$ cat config.mk
export PLATFORM = sky130hd
export DESIGN_NAME = dma_channel_scheduler
export DESIGN_NICKNAME = d
export VERILOG_FILES = /design/src/rtl/dma_channel_scheduler_pkg.sv /design/src/rtl/dma_channel_scheduler_rr_arbiter.sv /design/src/rtl/dma_channel_scheduler.sv
export SDC_FILE = /design/constraint.sdc
export NUM_CORES = 1
export LEC_CHECK = 0
export ABC_CLOCK_PERIOD_IN_PS = 9000
export CORE_MARGIN = 10
export CORE_UTILIZATION = 47
export CTS_BUF_LIST = sky130_fd_sc_hd__clkbuf_4 sky130_fd_sc_hd__clkbuf_8
export DETAILED_ROUTE_END_ITERATION = 10
export PLACE_DENSITY = 0.88
export SETUP_SLACK_MARGIN = 0.2
export SLEW_MARGIN = 20
export SYNTH_ARGS = -nofsm -noshare
export SYNTH_HDL_FRONTEND = slang
export SYNTH_SLANG_ARGS = --single-unit
$ cat constraint.sdc
create_clock -name HCLK -period 9 [get_ports HCLK]
set_clock_uncertainty 0.05 [all_clocks]
set_input_delay 1.8 -clock HCLK [delete_from_list [all_inputs] [get_ports HCLK]]
set_output_delay 1.8 -clock HCLK [all_outputs]
set_load 0.005 [all_outputs]
$ cat src/rtl/dma_channel_scheduler_pkg.sv
// Shared types and helpers for the DMA channel scheduler: FSM state encoding,
// length width and the round-robin pick function.
package dma_channel_scheduler_pkg;

    typedef enum logic [2:0] {
        IDLE,
        SPACE_WAIT,
        START,
        XFER,
        DONE
    } sched_state_t;

    localparam int unsigned CH_LEN_W = 6;
    localparam int unsigned MAX_CH   = 8;
    localparam int unsigned PTR_W    = 3;

    // One-hot grant of the first set request searching upward from ptr+1, with wrap.
    function automatic logic [MAX_CH-1:0] rr_pick(input logic [MAX_CH-1:0] req,
                                                  input logic [PTR_W-1:0]  ptr,
                                                  input int unsigned       num_ch);
        logic [MAX_CH-1:0] grant;
        logic              found;
        int unsigned       idx;
        grant = '0;
        found = 1'b0;
        for (int unsigned k = 1; k <= MAX_CH; k++) begin
            if (k <= num_ch) begin
                idx = (32'(ptr) + k) % num_ch;
                if (!found && req[idx[PTR_W-1:0]]) begin
                    grant[idx[PTR_W-1:0]] = 1'b1;
                    found = 1'b1;
                end
            end
        end
        return grant;
    endfunction

endpackage

$ cat src/rtl/dma_channel_scheduler_rr_arbiter.sv
// Round-robin picker over NUM_CH requests; the pointer moves to the serviced
// channel when upd is strobed.
module dma_channel_scheduler_rr_arbiter
    import dma_channel_scheduler_pkg::*;
#(
    parameter int unsigned NUM_CH = 4
) (
    input  logic              clk,
    input  logic              rst,
    input  logic [NUM_CH-1:0] req,
    input  logic              upd,
    input  logic [PTR_W-1:0]  upd_idx,
    output logic [NUM_CH-1:0] grant_c
);

    logic [PTR_W-1:0]  ptr;
    logic [MAX_CH-1:0] req_ext;

    assign req_ext = MAX_CH'(req);
    assign grant_c = NUM_CH'(rr_pick(req_ext, ptr, NUM_CH));

    // Last-served channel; resets to NUM_CH-1 so channel 0 wins first.
    always_ff @(posedge clk) begin
        if (rst) begin
            ptr <= PTR_W'(NUM_CH - 1);
        end else if (upd) begin
            ptr <= upd_idx;
        end
    end

endmodule

$ cat src/rtl/dma_channel_scheduler.sv
// Schedules the CoreSystem DMA master across NUM_CH channels: round-robin grant,
// FIFO space check, start pulse, word counting and per-channel completion.
module dma_channel_scheduler
    import dma_channel_scheduler_pkg::*;
#(
    parameter int unsigned NUM_CH      = 4,
    parameter int unsigned FIFO_DEPTH  = 32,
    parameter int unsigned TIMEOUT_CYC = 1024
) (
    input  logic                       HCLK,
    input  logic                       HRESET,
    input  logic [NUM_CH-1:0]          i_ch_req,
    input  logic [NUM_CH*32-1:0]       i_ch_addr,
    input  logic [NUM_CH*CH_LEN_W-1:0] i_ch_len,
    input  logic [CH_LEN_W-1:0]        i_fifo_count,
    input  logic                       i_word_valid,
    output logic                       o_CoreSystemStart,
    output logic [CH_LEN_W-1:0]        o_RCC_BUFFER_LENGTH,
    output logic [15:0]                o_RCC_DMA_ADDR_HIGH,
    output logic [15:0]                o_RCC_DMA_ADDR_LOW,
    output logic [NUM_CH-1:0]          o_ch_grant,
    output logic [NUM_CH-1:0]          o_ch_done,
    output logic                       o_done_err,
    output logic                       o_busy
);

    localparam int unsigned TO_W = (TIMEOUT_CYC > 2) ? $clog2(TIMEOUT_CYC) : 1;

    sched_state_t          state;
    logic [TO_W-1:0]       to_cnt;
    logic [CH_LEN_W-1:0]   word_cnt;
    logic [CH_LEN_W-1:0]   cnt_inc;
    logic [PTR_W-1:0]      g_idx;
    logic [NUM_CH-1:0]     pick;
    logic [PTR_W-1:0]      pick_idx;
    logic [CH_LEN_W-1:0]   sel_len;
    logic [31:0]           sel_addr;
    logic                  fits;
    logic                  too_long;
    logic                  to_hit;
    logic                  req_lost;
    logic                  rr_upd;

    assign rr_upd   = (state == DONE);
    assign cnt_inc  = word_cnt + CH_LEN_W'(1);
    // Sum in 7 bits so a large occupancy can never wrap into "room available".
    assign fits     = (7'(i_fifo_count) + 7'(o_RCC_BUFFER_LENGTH)) <= 7'(FIFO_DEPTH);
    assign too_long = 7'(o_RCC_BUFFER_LENGTH) > 7'(FIFO_DEPTH);
    assign to_hit   = (to_cnt == TO_W'(TIMEOUT_CYC - 1));
    assign req_lost = ((i_ch_req & o_ch_grant) == '0);

    dma_channel_scheduler_rr_arbiter #(
        .NUM_CH (NUM_CH)
    ) u_arb (
        .clk     (HCLK),
        .rst     (HRESET),
        .req     (i_ch_req),
        .upd     (rr_upd),
        .upd_idx (g_idx),
        .grant_c (pick)
    );

    // Index, length and address of the channel the arbiter is offering.
    always_comb begin
        pick_idx = '0;
        sel_len  = '0;
        sel_addr = '0;
        for (int unsigned i = 0; i < NUM_CH; i++) begin
            if (pick[i]) begin
                pick_idx = PTR_W'(i);
                sel_len  = i_ch_len[CH_LEN_W*i +: CH_LEN_W];
                sel_addr = i_ch_addr[32*i +: 32];
            end
        end
    end

    always_ff @(posedge HCLK) begin
        if (HRESET) begin
            state               <= IDLE;
            to_cnt              <= '0;
            word_cnt            <= '0;
            g_idx               <= '0;
            o_CoreSystemStart   <= 1'b0;
            o_RCC_BUFFER_LENGTH <= '0;
            o_RCC_DMA_ADDR_HIGH <= '0;
            o_RCC_DMA_ADDR_LOW  <= '0;
            o_ch_grant          <= '0;
            o_ch_done           <= '0;
            o_done_err          <= 1'b0;
            o_busy              <= 1'b0;
        end else begin
            o_CoreSystemStart <= 1'b0;
            o_ch_done         <= '0;
            case (state)
                IDLE: begin
                    if (|i_ch_req) begin
                        o_ch_grant          <= pick;
                        g_idx               <= pick_idx;
                        o_RCC_BUFFER_LENGTH <= sel_len;
                        o_RCC_DMA_ADDR_HIGH <= sel_addr[31:16];
                        o_RCC_DMA_ADDR_LOW  <= sel_addr[15:0];
                        to_cnt              <= '0;
                        o_busy              <= 1'b1;
                        state               <= SPACE_WAIT;
                    end
                end
                SPACE_WAIT: begin
                    if (o_RCC_BUFFER_LENGTH == '0 || too_long) begin
                        o_ch_done  <= o_ch_grant;
                        o_ch_grant <= '0;
                        o_done_err <= too_long;
                        state      <= DONE;
                    end else if (fits) begin
                        o_CoreSystemStart <= 1'b1;
                        state             <= START;
                    end else if (req_lost) begin
                        o_ch_grant <= '0;
                        o_busy     <= 1'b0;
                        state      <= IDLE;
                    end else if (to_hit) begin
                        o_ch_done  <= o_ch_grant;
                        o_ch_grant <= '0;
                        o_done_err <= 1'b1;
                        state      <= DONE;
                    end else begin
                        to_cnt <= to_cnt + TO_W'(1);
                    end
                end
                START: begin
                    word_cnt <= '0;
                    to_cnt   <= '0;
                    state    <= XFER;
                end
                XFER: begin
                    // Completion uses the incremented count so the last word ends XFER.
                    if (i_word_valid) begin
                        word_cnt <= cnt_inc;
                        to_cnt   <= '0;
                        if (cnt_inc == o_RCC_BUFFER_LENGTH) begin
                            o_ch_done  <= o_ch_grant;
                            o_ch_grant <= '0;
                            o_done_err <= 1'b0;
                            state      <= DONE;
                        end
                    end else if (to_hit) begin
                        o_ch_done  <= o_ch_grant;
                        o_ch_grant <= '0;
                        o_done_err <= 1'b1;
                        state      <= DONE;
                    end else begin
                        to_cnt <= to_cnt + TO_W'(1);
                    end
                end
                DONE: begin
                    o_done_err <= 1'b0;
                    o_busy     <= 1'b0;
                    state      <= IDLE;
                end
                default: begin
                    o_ch_grant <= '0;
                    o_busy     <= 1'b0;
                    state      <= IDLE;
                end
            endcase
        end
    end

endmodule
# Word-level counts from Yosys, hierarchy flattened
# Cells that the tools add are included.
word_totals:
  ff_bits: 72
classes:
  addsub: 7
  order_cmp: 10
  n_eq_ne: 15
  mux: 79
  n_bitwise: 7
  n_reduce_logical: 28
op_table:
  columns: ["op", "count"]
  rows:
  - ["32-bit 2-to-1 mux", 4]
  - ["4-bit 2-to-1 mux", 17]
  - ["10-bit 2-to-1 mux", 6]
  - ["10-bit case mux with 4 select lines", 1]
  - ["6-bit 2-to-1 mux", 5]
  - ["1-bit 2-to-1 mux", 23]
  - ["3-bit 2-to-1 mux", 7]
  - ["2-bit by 4-bit less-than comparator with 1-bit output (second input constant)", 4]
  - ["4-bit case mux with 4 select lines", 1]
  - ["2-bit != test (second input constant)", 6]
  - ["4-bit OR", 3]
  - ["3-bit case mux with 4 select lines", 1]
  - ["6-bit case mux with 2 select lines", 1]
  - ["10-bit by 1-bit adder with 10-bit output (second input constant)", 1]
  - ["10-bit equality test (second input constant)", 1]
  - ["5-bit AND reduction", 2]
  - ["3-bit != test (second input constant)", 3]
  - ["1-bit binary-select mux with 2-bit select", 4]
  - ["1-bit demux with 2-bit select", 4]
  - ["2-bit by 1-bit >= comparator with 1-bit output (second input constant)", 4]
  - ["4-bit case mux with 2 select lines", 1]
  - ["4-bit AND reduction", 2]
  - ["6-bit by 6-bit adder with 7-bit output", 1]
  - ["7-bit by 6-bit <= comparator with 1-bit output (second input constant)", 1]
  - ["25 further kinds", 43]

# Longest topological paths before layout
logic_depth:
  depth_word: 17
  depth_mapped: 12
  mapped_depth_nobuf: 9

# By module
# A second synthesis with hierarchy kept.
unflattened:
  hier_cells: 570
  area_unflattened_um2: 4614.4
by_module_without_submodules:
  columns: ["mod", "n_inst", "cells_per_inst", "area_per_inst_um2", "seq_area_each_um2"]
  rows:
  - ["dma_channel_scheduler", 1, 520, 4164.0, 1401.3]
  - ["dma_channel_scheduler_rr_arbiter", 1, 50, 450.4, 40.0]

# Worst setup path before layout
# No wires, ideal clock.
synth_timing:
  kind: "in2reg"
  start: "input port i_fifo_count[0]"
  end: "register to_cnt[2]"
  arrival_time_ns: 3.988
  required_time_ns: 8.890
  path_slack_ns: 4.902
  cell_stages: 10
  cell_sequence: "ha_1 > fa_1 > a211oi_1 > o21ba_2 > o221ai_1 > a211o_1 > and2_1 > clkbuf_1 > a211oi_1 > a41o_1"
synth_via:
  elab_chain_len: 4
synth_lines:
  columns: ["item", "line", "text"]
  rows:
  - ["start: declaration", "dma_channel_scheduler.sv:15", "input logic [CH_LEN_W-1:0] i_fifo_count,"]
  - ["6-bit by 6-bit adder with 7-bit output", "dma_channel_scheduler.sv:47", "assign fits = (7'(i_fifo_count) + 7'(o_RCC_BUFFER_LENGTH)) <= 7'(FIFO_DEPTH);"]
  - ["7-bit by 6-bit <= comparator with 1-bit output", "dma_channel_scheduler.sv:47", null]
  - ["2-bit != test (no source line)", null, null]
  - ["5-bit AND reduction (no source line)", null, null]
  - ["end signal: assignment", "dma_channel_scheduler.sv:126", "to_cnt <= to_cnt + TO_W'(1);"]
  - ["end signal: assignment", "dma_channel_scheduler.sv:151", "to_cnt <= to_cnt + TO_W'(1);"]
  - ["end: declaration", "dma_channel_scheduler.sv:30", "logic [TO_W-1:0] to_cnt;"]
# No other way between the ends.
# A chain may end at the register's enable or synchronous reset.

# Worst setup path after layout
layout_timing:
  start: "input port i_ch_req[2]"
  end: "register o_RCC_DMA_ADDR_HIGH[8]"
layout_via:
  elab_chain_len: 16
  elab_cells_between_ends: 30
  classes_between: "mux (19); bitwise (3); reduce/logical (8)"
layout_lines:
  columns: ["item", "line", "text"]
  rows:
  - ["start: declaration", "dma_channel_scheduler.sv:12", "input logic [NUM_CH-1:0] i_ch_req,"]
  - ["1-bit binary-select mux with 2-bit select", "dma_channel_scheduler_pkg.sv:29", "if (!found && req[idx[PTR_W-1:0]]) begin"]
  - ["1-bit 2-to-1 mux (implied by the code)", "dma_channel_scheduler_pkg.sv:29", null]
  - ["1-bit 2-to-1 mux", "dma_channel_scheduler_pkg.sv:29", null]
  - ["1-bit zero test", "dma_channel_scheduler_pkg.sv:29", null]
  - ["1-bit logical AND", "dma_channel_scheduler_pkg.sv:29", null]
  - ["1-bit 2-to-1 mux", "dma_channel_scheduler_pkg.sv:29", null]
  - ["1-bit zero test", "dma_channel_scheduler_pkg.sv:29", null]
  - ["1-bit logical AND", "dma_channel_scheduler_pkg.sv:29", null]
  - ["1-bit 2-to-1 mux", "dma_channel_scheduler_pkg.sv:29", null]
  - ["1-bit zero test", "dma_channel_scheduler_pkg.sv:29", null]
  - ["1-bit logical AND", "dma_channel_scheduler_pkg.sv:29", null]
  - ["4-bit 2-to-1 mux", "dma_channel_scheduler_pkg.sv:29", null]
  - ["32-bit 2-to-1 mux (4 in a row)", "dma_channel_scheduler.sv:69", "if (pick[i]) begin"]
  - ["end signal: assignment", "dma_channel_scheduler.sv:100", "o_RCC_DMA_ADDR_HIGH <= sel_addr[31:16];"]
  - ["end: declaration", "dma_channel_scheduler.sv:19", "output logic [15:0] o_RCC_DMA_ADDR_HIGH,"]
# Parallel ways exist; a longest one is shown, timed or not. The select of a mux whose other input is x is not followed.

==> flow_metrics.env <==
export IMPL_status="finished, final reports clean"
export IMPL_start_kind="input pin"
export IMPL_clock_root_buffer="clkbuf_8"
export IMPL_gp_congestion=0.921
export IMPL_fmax_mhz=194
export IMPL_post_cts_setup_buffers=0
export IMPL_hold_class="register to register"
export IMPL_post_drt_wl_per_cell_um=21.9
export IMPL_yosysSeqAreaShare=0.294
export IMPL_syn_area_um2=4910
export IMPL_cp_end_kind="register"
export IMPL_numCtsBuffers=9
export IMPL_synth_edf_count=0
export IMPL_hold_end="o_RCC_DMA_ADDR_LOW[13]"
export IMPL_synth_cells=573
export IMPL_layoutNonFillerInstCount=898
export IMPL_synthFlopType="dfxtp_1"
export IMPL_synth_top_area_share=0.294
export IMPL_fillers=796
export IMPL_synth_mux_area_frac=0.0173
export IMPL_tightestPinTransition_ns=1.01
export IMPL_die_x_um=122
export IMPL_synthXorXnorAreaFrac=0.0196
export IMPL_fp_dieH_um=122
export IMPL_path_clk_slew_ns=0.08
export IMPL_ctsResizeCount=0
export IMPL_yosysMostFrequentCell="dfxtp_1"
export IMPL_layout_drive_gt1_share=0.106
export IMPL_fin_crit_sh=0.574
export IMPL_synth_area_leaders="dfxtp_1, a221oi_2, a221o_1"
export IMPL_first_global_vias=5432
export IMPL_hold_slack_ns=0.428
export IMPL_min_path_cells=2
export IMPL_drv_slew=0
export IMPL_synth_compound_area_frac=0.407
export IMPL_synth_seq_cells=72
export IMPL_core_area_um2=10200
export IMPL_cap_violations=0
export IMPL_synthAdderAreaFrac=0.0423
export IMPL_synth_top_family_by_area="compound AO/OA/AOI/OAI gates"
export IMPL_ctsHoldBuffers=0
export IMPL_layout_min_cycle_time_ns=5.17
export IMPL_min_from="o_RCC_DMA_ADDR_LOW[13]"
export IMPL_antenna_found_initial=0
export IMPL_reg2reg_slack_ns=4.73
export IMPL_grt_usage=0.248
export IMPL_seqCellArea_um2=1440
export IMPL_drt_initial_drc_count=748
export IMPL_firstDrtPassIters=7
export IMPL_synth_common_cells="dfxtp_1, nand2_1, a21oi_1, o21ai_0, a221o_1"
export IMPL_multi_input_area_um2=3250
export IMPL_slew_headroom=0.327
export IMPL_drtAntennaViolNets=0
export IMPL_grt_max_degree=49
export IMPL_worst_setup_path_type="input pin to register"
export IMPL_setup_viol=0
export IMPL_syn_to_final_growth_pct=48.8
export IMPL_synth_simple_gate_area_frac=0.166
export IMPL_synth_top_cell_by_area="dfxtp_1"
export IMPL_synth_distinct_cells=70
export IMPL_drc=0
export IMPL_vdd_drop_max_mv=0.154
export IMPL_clk_latency_ns=0.35
export IMPL_wirelength_um=19600
export IMPL_cp_max_fo=42
export IMPL_cp_arrival_ns=5.36
export IMPL_dp_hpwl_um=15000
export IMPL_required_ns=9.19
export IMPL_cts_tree="done"
export IMPL_grt_pass1_wl_um=29900
export IMPL_synth_area_per_cell_um2=8.57
export IMPL_core_rowCount=37
export IMPL_grt_setup_unrepaired="false"
export IMPL_reg2reg_from="u_arb.ptr[0]"
export IMPL_fin_setup_tns_ns=0
export IMPL_cts_buffer_depth=2
export IMPL_cts_sinks=72
export IMPL_synthArstFlopShare=0
export IMPL_num_vias=5632
export IMPL_syn_num_nets=754
export IMPL_grt_overflow=0
export IMPL_leakage_nw=2.61
export IMPL_initial_core_util=0.480
export IMPL_hold_viol=0
export IMPL_antenna_cells=0
export IMPL_dieArea_um2=14900
export IMPL_reg2regPathDepth=10
export IMPL_power_density_nw_per_um2=318
export IMPL_finish_utilization=0.714
export IMPL_portBuffers=213
export IMPL_layout_nets=938
export IMPL_io_pins=214
export IMPL_yosysWarningCount=0
export IMPL_rr_endpoint="o_RCC_DMA_ADDR_LOW[5]"
export IMPL_via_per_inst=6.27
export IMPL_htreeDepth=3
export IMPL_dp_cells=882
cells in the final DEF (no fill, tap or decap), types with 5 or more instances in the layout:
| cell type | instances |
|---|---|
| dfxtp_1 | 72 |
| a221oi_2 | 35 |
| nand2_1 | 64 |
| nor3_1 | 9 |
| ha_1 | 15 |
| and3_1 | 7 |
| nand4_1 | 5 |
| o21ai_0 | 51 |
| a21oi_1 | 51 |
| buf_4 | 6 |
| xor2_1 | 7 |
| nand3_1 | 12 |
| and2_1 | 7 |
| clkbuf_8 | 11 |
| a221o_1 | 40 |
| a21oi_2 | 9 |
| inv_1 | 9 |
| a211oi_1 | 6 |
| nor2_1 | 34 |
| clkdlybuf4s50_1 | 213 |
registers in the layout, indices dropped and copies added (netlist names), 2 cells and up:
signal,count
word_cnt,6
to_cnt,10
o_ch_done,4
o_ch_grant,4
g_idx,2
o_RCC_BUFFER_LENGTH,6
u_arb.ptr,2
o_RCC_DMA_ADDR_HIGH,16
o_RCC_DMA_ADDR_LOW,16
state,3
worst max-delay path, cell delays in order:
cell             delay (ns)
clkdlybuf4s50_1        0.63
or3b_1                 0.38
a2111o_1               0.40
nand3_1                0.23
a221o_2                0.89
nor2b_4                0.20
buf_4                  0.37
a221oi_2               0.35
a21oi_1                0.07
report_power, final:
part | switching [mW] | internal, mW | total, mW | leakage (nW)
Sequential | 0.131 | 0.428 | 0.559 | 0.587
Combinational | 0.769 | 0.690 | 1.46 | 1.91
Clock | 0.131 | 0.175 | 0.306 | 0.116
Total | 1.03 | 1.29 | 2.32 | 2.61
kinds of logic (layout without fill, tap and decap cells):
family / Yosys count / count (layout)
multiplexers: 6 / 6
AND/OR/NAND/NOR: 169 / 169
AO/OA/AOI/OAI: 244 / 244
adder cells (fa/ha/maj): 16 / 16
flip-flops: 72 / 72
buffers and inverters: 55 / 244
XOR/XNOR: 11 / 11
layout make-up:
type	count	area share
Timing Repair Buffer	219	0.298
Multi-Input combinational cell	446	0.444
Inverter	9	0.00463
Clock inverter	4	0.0105
Tap cell	136	0.0233
Clock buffer	12	0.0218
Sequential cell	72	0.197
per-layer routing:
layer	global-route usage	vias up	share of wire
met3	0.0592	43	0.082
met5	0	-	0
met4	0.0943	0	0.035
met1	0.296	2668	0.38
met2	0.422	314	0.50
li1	-	2607	-
per-stage QoR:
step | setup slack [ns] | cell area, um2 | total power [mW]
detailed placement | 3.50 | 7070 | 2.00
finish | 3.83 | 7300 | 2.32
CTS | 3.86 | 7300 | 2.31
floorplan | 4.90 | 4910 | 1.52
global route | 3.63 | 7300 | 2.47
global placement | 3.59 | 7070 | 1.95
worst max-delay path by stage:
| stage | startpoint | endpoint | cells past startpoint |
|---|---|---|---|
| after floorplan | i_fifo_count[0] | to_cnt[2] | 10 |
| after global placement | i_ch_req[2] | o_RCC_DMA_ADDR_LOW[5] | 9 |
| after detailed placement | i_ch_req[2] | o_RCC_DMA_ADDR_LOW[5] | 9 |
| after CTS | i_ch_req[2] | o_RCC_DMA_ADDR_LOW[5] | 9 |
| after global routing | i_ch_req[2] | o_RCC_DMA_ADDR_LOW[5] | 9 |
| final | i_ch_req[2] | o_RCC_DMA_ADDR_HIGH[8] | 9 |
No activity file was read; power rests on OpenSTA's default activity.
